`src/rtl/onehot_encoder_pipe.sv`:
```
// onehot_encoder_pipe: N-bit request vector -> binary index, zero/multi-hot flags, saturating error count.
// Latency: result on out_valid the cycle after acceptance; one result per cycle while out_ready stays high.
// Backpressure: in_ready = !out_valid || out_ready; a stalled result holds steady. Build macro ONEHOT_ENC_RR_EN selects round-robin priority.
module onehot_encoder_pipe #(
  parameter int N     = 8,
  parameter int ERR_W = 8
) (
  input  logic                  clk,
  input  logic                  resetn,
  input  logic                  in_valid,
  output logic                  in_ready,
  input  logic [N-1:0]          in_req,
  output logic                  out_valid,
  input  logic                  out_ready,
  output logic [$clog2(N)-1:0]  out_idx,
  output logic                  out_zero,
  output logic                  out_multi,
  output logic [ERR_W-1:0]      err_cnt
);
  // Index width is tied to N so it cannot drift out of step with the request vector.
  localparam int W = $clog2(N);

  logic             out_valid_q, out_valid_d;
  logic [W-1:0]     out_idx_q,   out_idx_d;
  logic             out_zero_q,  out_zero_d;
  logic             out_multi_q, out_multi_d;
  logic [ERR_W-1:0] err_cnt_q,   err_cnt_d;

  logic             accept;
  logic [W-1:0]     enc_idx;
  logic             enc_zero;
  logic             enc_multi;

  assign in_ready  = !out_valid_q || out_ready;
  assign accept    = in_valid && in_ready;

  // Clearing the lowest set bit leaves something behind only when two or more bits were set.
  assign enc_zero  = ~|in_req;
  assign enc_multi = |(in_req & (in_req - N'(1)));

`ifdef ONEHOT_ENC_RR_EN
  logic [W-1:0] ptr_q, ptr_d;

  // Round-robin winner: lowest set bit at or above the pointer, else lowest set bit below it.
  always_comb begin
    logic         hi_found;
    logic [W-1:0] hi_idx;
    logic [W-1:0] lo_idx;
    hi_found = 1'b0;
    hi_idx   = '0;
    lo_idx   = '0;
    for (int i = N - 1; i >= 0; i--) begin
      if (in_req[i]) begin
        if (i >= int'(ptr_q)) begin
          hi_found = 1'b1;
          hi_idx   = W'(i);
        end else begin
          lo_idx   = W'(i);
        end
      end
    end
    enc_idx = hi_found ? hi_idx : lo_idx;
  end

  // Pointer moves just past the winner on every accepted non-zero vector, wrapping at N.
  always_comb begin
    ptr_d = ptr_q;
    if (accept && !enc_zero) begin
      if (int'(enc_idx) == N - 1) begin
        ptr_d = '0;
      end else begin
        ptr_d = enc_idx + W'(1);
      end
    end
  end

  // Pointer register.
  always_ff @(posedge clk) begin
    if (!resetn) begin
      ptr_q <= '0;
    end else begin
      ptr_q <= ptr_d;
    end
  end
`else
  // Fixed priority: lowest set bit wins; all-zero encodes as index 0.
  always_comb begin
    enc_idx = '0;
    for (int i = N - 1; i >= 0; i--) begin
      if (in_req[i]) begin
        enc_idx = W'(i);
      end
    end
  end
`endif

  // Output slot: load on accept, empty on transfer without accept, otherwise hold.
  always_comb begin
    out_valid_d = out_valid_q;
    out_idx_d   = out_idx_q;
    out_zero_d  = out_zero_q;
    out_multi_d = out_multi_q;
    err_cnt_d   = err_cnt_q;
    if (accept) begin
      out_valid_d = 1'b1;
      out_idx_d   = enc_idx;
      out_zero_d  = enc_zero;
      out_multi_d = enc_multi;
      if ((enc_zero || enc_multi) && (err_cnt_q != {ERR_W{1'b1}})) begin
        err_cnt_d = err_cnt_q + ERR_W'(1);
      end
    end else if (out_ready) begin
      out_valid_d = 1'b0;
    end
  end

  // Output and counter registers; reset discards any pending result.
  always_ff @(posedge clk) begin
    if (!resetn) begin
      out_valid_q <= 1'b0;
      out_idx_q   <= '0;
      out_zero_q  <= 1'b0;
      out_multi_q <= 1'b0;
      err_cnt_q   <= '0;
    end else begin
      out_valid_q <= out_valid_d;
      out_idx_q   <= out_idx_d;
      out_zero_q  <= out_zero_d;
      out_multi_q <= out_multi_d;
      err_cnt_q   <= err_cnt_d;
    end
  end

  assign out_valid = out_valid_q;
  assign out_idx   = out_idx_q;
  assign out_zero  = out_zero_q;
  assign out_multi = out_multi_q;
  assign err_cnt   = err_cnt_q;

endmodule
```
`config.mk`:
```
export PLATFORM = sky130hd
export DESIGN_NAME = onehot_encoder_pipe
export DESIGN_NICKNAME = d
export VERILOG_FILES = /design/src/rtl/onehot_encoder_pipe.sv
export SDC_FILE = /design/constraint.sdc
export NUM_CORES = 1
export LEC_CHECK = 0
export ABC_AREA = 1
export CAP_MARGIN = 10
export CORE_MARGIN = 8
export CORE_UTILIZATION = 30
export CTS_BUF_LIST = sky130_fd_sc_hd__clkbuf_8
export CTS_CLUSTER_DIAMETER = 50
export DETAILED_ROUTE_END_ITERATION = 8
export PLACE_DENSITY = 0.65
export SLEW_MARGIN = 25
export SYNTH_ARGS = -nofsm -noshare
export SYNTH_HDL_FRONTEND = slang
export SYNTH_SLANG_ARGS = --single-unit
```
`constraint.sdc`:
```
create_clock -name clk -period 2.2 [get_ports clk]
set_clock_uncertainty 0.2 [all_clocks]
set_input_delay 0.44 -clock clk [delete_from_list [all_inputs] [get_ports clk]]
set_output_delay 0.44 -clock clk [all_outputs]
set_load 0.01 [all_outputs]
```
==> results of run 1 <==
[area by class of cell]
class                   instances  area share (%)
multi-input cells              82            40.3
flip-flops and latches         14            24.1
repair buffers                 28            23.9
inverters                      15            4.84
clock buffers                   3            3.55
well taps                      31            3.34
[cell usage after synthesis, drive strengths merged]
| master | number | area (sq um) |
|---|---|---|
| xor2 | 3 | 26.3 |
| xnor2 | 2 | 17.5 |
| nor2 | 7 | 41.3 |
| dfxtp | 14 | 280 |
| o21ai | 8 | 40.0 |
| clkinv | 1 | 3.75 |
| ha | 1 | 12.5 |
| nand2 | 26 | 120 |
| a21oi | 16 | 91.3 |
| nand4 | 3 | 33.8 |
| o31ai | 1 | 7.51 |
| nand3 | 14 | 70.1 |
| buf | 1 | 5.00 |
| o211ai | 1 | 7.51 |
| inv | 14 | 52.6 |
[cell families after synthesis]
family | synth area share [%]
AO/OA/AOI/OAI | 18.1
AND/OR/NAND/NOR | 32.8
adder cells (fa/ha/maj) | 1.55
XOR/XNOR | 5.41
buffers and inverters | 7.57
flip-flops | 34.6
[final timing paths]
kind | cells past startpoint | end | slack (ns)
worst max-delay path | 1 | err_cnt[2] | 0.28
worst min-delay path | 2 | out_multi$_SDFFE_PN0P_ | 0.30
worst max register to register | 9 | err_cnt[2]$_SDFFE_PN0P_ | 0.41
worst min register to register | 2 | out_multi$_SDFFE_PN0P_ | 0.30
[stage by stage]
step | utilization [%] | instances
6_report | 43.7 | 173
5_1_grt | 43.7 | 173
4_1_cts | 43.6 | 173
3_5_place_dp | 42.0 | 170
3_3_place_gp | 42.0 | 170
2_1_floorplan | - | 112
[sequential cells by signal, summed over array words and instances, names as in the netlist]
register,flops
err_cnt,8
out_idx,3
out_multi,1
out_valid,1
out_zero,1
[cells in the final DEF, fill, tap and decap left out, types with 5 or more instances in the layout]
master,netlist,layout
inv_1,12,12
a21oi_1,15,15
clkdlybuf4s50_1,0,25
nor2_1,5,5
nand2_1,21,21
nand3_1,14,14
dfxtp_1,14,14
o21ai_0,7,7
[timing repair]
item,in CTS,in global routing
hold endpoints to repair,0,0
gates resized for setup,0,1
endpoints found under the setup margin,0,1
[power groups by stage]
stage                     clock, mW  sequential [mW]  combinational, mW
final                         0.209            0.273              0.117
after global routing          0.228            0.275              0.131
after CTS                     0.218            0.273              0.119
after detailed placement          0            0.278              0.119
after global placement            0            0.278              0.116
after floorplan                   0            0.282             0.0522
[layer usage]
layer | part of all wire [%] | GRT usage (%) | up-vias
li1 | - | - | 437
met1 | 41 | 9.51 | 371
met2 | 52 | 17.9 | 18
met3 | 5.1 | 3.27 | 4
met4 | 1.6 | 3.84 | 0
met5 | 0 | 0 | -
==> qor.txt, run 1 <==
Cell Rows: 19
Pin count of the biggest net entering global routing: 11
Net Sw Frac: 25.9%
Die Ht: 67.9 um
Total track usage: 9.62%
Mean post-synth cell area: 7.23 sq um
Via Count: 830
Final setup violation count: 0
First-pass detailed-route iteration total: 4
Synthesis Warnings: 0
Design internal power: 444 uW
Antenna cells: 0
Detail Route Antenna Nets: 0
Crit-path slowest cell: clkdlybuf4s50_1
Clock latency on the worst-skew pair: 0.24 ns
PwrDens: 515 nW/um^2
Detailed Route Iter0 Violations: 46
Clock power frac: 34.9%
Top delay family on crit path: buffers and inverters
Clock Sink Count: 14
WP data arrival: 1.28 ns
H-tree levels: 1
Crit path max fanout: 6
Critical path, cell by cell: clkdlybuf4s50_1
Core area: 2660 sq um
Hold_sp: out_multi$_SDFFE_PN0P_
Synthesized area: 810 sq um
Nets: 157
Max Cap Viol: 0
Hold Crit Class: reg -> reg
Share of layout cells above drive strength 1: 11.3%
Total Wirelength: 2010 um
Hold buffer count at cts: 0
Layout Area Growth over Synthesis: 43.6%
RSZ-0062 raised after global routing: no
Fin Hold WS: 0.297 ns
Worst Path Buf+Inv: 1
Area post-placement: 1120 sq um
Critical register-to-register path startpoint: err_cnt[0]$_SDFFE_PN0P_
CTS tree: done
Final WS setup: 0.284 ns
Register area: 280 sq um
CP startpoint kind: flop
#FFs+latches synth: 14
Final min period: 1.92 ns
Seq/Total Area, Yosys: 34.6%
Post-DP HPWL: 1680 um
Seq pwr share: 45.6%
CP Class: reg -> out
Gp weighted congestion: 0.835
Grt ovf: 0
Tot Pwr: 599 uW
Crit path from: err_cnt[2]$_SDFFE_PN0P_
NetSw: 155 uW
Status: finished, final reports clean
Post-CTS setup buffers: 0
Die area: 4620 sq um
Remaining DRCs: 0
Post-synthesis cell type count: 22
Initial antenna violation count: 0
Vias in the first global route: 860
Synth Instances: 112
CTS root buf: clkbuf_8
Cts bufs inserted: 3
Fillers: 277
Max rail drop VDD: 0.000487 V
Max Clock Freq: 0.522 GHz
DIE WIDTH: 67.9 um
Slew HR: 83.5%
Crit path required time: 1.56 ns
Syn Nets: 125
Vias per std cell: 4.80
Crit. End Element: output pin
Fin area: 1160 sq um
Longest Clk Path Bufs: 2
P_leak: 0.483 nW
Combinational power share: 19.6%
WL/cell: 11.6 um
Multi-input logic area: 468 sq um
Place WS: 0.0152 ns
CP peak stage delay: 0.59 ns
IO Pins: 27
Worst Tran Pin Value: 0.245 ns
First-pass GRT wire length: 3500 um
Final worst path period share: 87.1%
Fin. max-slew vios: 0
Post-Route Setup TNS: 0 ns
Clock slew at reported path FFs: 0.05 ns
Initial core utilization: 30.4%
Final hold violations: 0
PortBufs: 26
Power figures use the tool's default switching activity.
==> run 2, diff against run 1 <==
--- a/config.mk
+++ b/config.mk
@@ -7,12 +7,12 @@
 export LEC_CHECK = 0
 export ABC_AREA = 1
 export CAP_MARGIN = 10
-export CORE_MARGIN = 8
+export CORE_MARGIN = 5
 export CORE_UTILIZATION = 30
-export CTS_BUF_LIST = sky130_fd_sc_hd__clkbuf_8
 export CTS_CLUSTER_DIAMETER = 50
 export DETAILED_ROUTE_END_ITERATION = 8
 export PLACE_DENSITY = 0.65
+export SKIP_LAST_GASP = 1
 export SLEW_MARGIN = 25
 export SYNTH_ARGS = -nofsm -noshare
 export SYNTH_HDL_FRONTEND = slang
==> run 2 against run 1 <==
Effect of this change:
- non-clock buffer count stayed put
- core utilization is 2.2 points higher
- sequential share of layout area up 0.13 points
- via count fell by 0.48%
- critical path depth did not move
- largest power group unchanged
- clock power down 11%
- die area decreased by 17%
- global-route usage increased by 1.3 points
- power down 3.9%
==> qor.txt, run 2 (same netlist as run 1, synthesis figures left out) <==
Status: finished, final reports clean
Antenna cells: 0
CP Class: reg -> out
Critical path, cell by cell: clkdlybuf4s50_1
Core area: 2520 sq um
First-pass GRT wire length: 3160 um
Most common cell after layout, fill and taps aside: clkdlybuf4s50_1
Detail Route Antenna Nets: 0
Total Wirelength: 1880 um
DIE WIDTH: 61.9 um
Die Ht: 61.9 um
Met2 Use GR: 17.9%
Remaining DRCs: 0
Worst Tran Pin Value: 0.274 ns
Seq pwr share: 47.2%
Total track usage: 11.0%
WL/cell: 10.9 um
Nets: 157
Fin. max-slew vios: 0
Design internal power: 423 uW
Crit. End Element: output pin
Fillers: 270
Post-CTS setup buffers: 0
Max rail drop VDD: 0.000418 V
Crit-path slowest cell: clkdlybuf4s50_1
Via Count: 826
Multi-input logic area: 468 sq um
Combinational power share: 20.4%
Clock power frac: 32.4%
Detailed Route Iter0 Violations: 12
Final hold violations: 0
Pin count of the biggest net entering global routing: 11
PortBufs: 26
Max Clock Freq: 0.512 GHz
Crit path required time: 1.56 ns
PwrDens: 498 nW/um^2
Crit path max fanout: 6
Share of layout cells above drive strength 1: 11.9%
Slew HR: 81.6%
Most used routing layer: met2
Die area: 3840 sq um
WP data arrival: 1.31 ns
Vias in the first global route: 753
Met1 global-route usage: 13.7%
Max Cap Viol: 0
CTS tree: done
Clock Sink Count: 14
CP startpoint kind: flop
Post-DP HPWL: 1520 um
Register area: 280 sq um
Post-Route Setup TNS: 0 ns
Cell Rows: 18
First-pass detailed-route iteration total: 4
Met3 usage: 3.93%
Max reg flops: 8
Gp weighted congestion: 0.820
Clock latency on the worst-skew pair: 0.29 ns
Final worst path period share: 88.8%
Hold Crit Class: reg -> reg
Initial core utilization: 32.1%
Clock slew at reported path FFs: 0.08 ns
Net Sw Frac: 26.5%
Vias per std cell: 4.77
NetSw: 153 uW
P_leak: 0.483 nW
Top delay family on crit path: buffers and inverters
Initial antenna violation count: 0
Most frequent cells in the layout: clkdlybuf4s50_1 (25), nand2_1 (21), a21oi_1 (15)
Layout Area Growth over Synthesis: 42.8%
Worst Path Buf+Inv: 1
Cts bufs inserted: 3
IO Pins: 27
H-tree levels: 1
Final min period: 1.95 ns
RSZ-0062 raised after global routing: no
Tot Pwr: 576 uW
Grt ovf: 0
Longest Clk Path Bufs: 2
CTS root buf: clkbuf_4
Final setup violation count: 0
CP peak stage delay: 0.59 ns
-- run 2: area by class of cell --
class | count | area share, %
clock buffers | 4 | 3.14
inverters | 15 | 4.87
multi-input cells | 82 | 40.5
flip-flops and latches | 14 | 24.2
well taps | 30 | 3.25
repair buffers | 28 | 24.0
-- run 2: timing repair --
item	in CTS	in global routing
setup endpoints to repair	0	1
hold buffers	0	0
gates resized for setup	0	1
-- run 2: per-stage QoR --
| stage | instance area [sq um] | hold WS (ns) | setup slack (ns) | cells | util (%) |
|---|---|---|---|---|---|
| after CTS | 1150 | 0.317 | 0.00550 | 173 | 45.7 |
| after global placement | 1120 | 0.290 | 0.0404 | 169 | 44.3 |
| after detailed placement | 1120 | 0.303 | 0.0117 | 169 | 44.3 |
| final | 1160 | 0.312 | 0.246 | 173 | 45.8 |
| after floorplan | 810 | 0.311 | 0.604 | 112 | - |
| after global routing | 1160 | 0.354 | 0.190 | 173 | 45.8 |
-- run 2: worst paths after layout --
path                             endpoint  slack [ns]  cells past startpoint               startpoint
hold reg to reg   err_cnt[4]$_SDFFE_PN0P_        0.31                      2  err_cnt[4]$_SDFFE_PN0P_
setup reg to reg  err_cnt[7]$_SDFFE_PN0P_        0.45                      9  err_cnt[0]$_SDFFE_PN0P_
setup / recovery               err_cnt[5]        0.25                      1  err_cnt[5]$_SDFFE_PN0P_
hold / removal    err_cnt[4]$_SDFFE_PN0P_        0.31                      2  err_cnt[4]$_SDFFE_PN0P_
-- run 2: power by group through the flow --
stage / clock (mW) / sequential [mW] / combinational [mW]
floorplan: 0 / 0.282 / 0.0522
global placement: 0 / 0.277 / 0.116
detailed placement: 0 / 0.277 / 0.119
CTS: 0.191 / 0.272 / 0.119
global route: 0.207 / 0.273 / 0.131
finish: 0.187 / 0.272 / 0.118
-- run 2: per-layer routing --
metal | vias to the layer above | wire length, um
met4 | 0 | 13
met1 | 369 | 849
met2 | 18 | 900
met5 | - | 0
met3 | 2 | 119
li1 | 437 | -
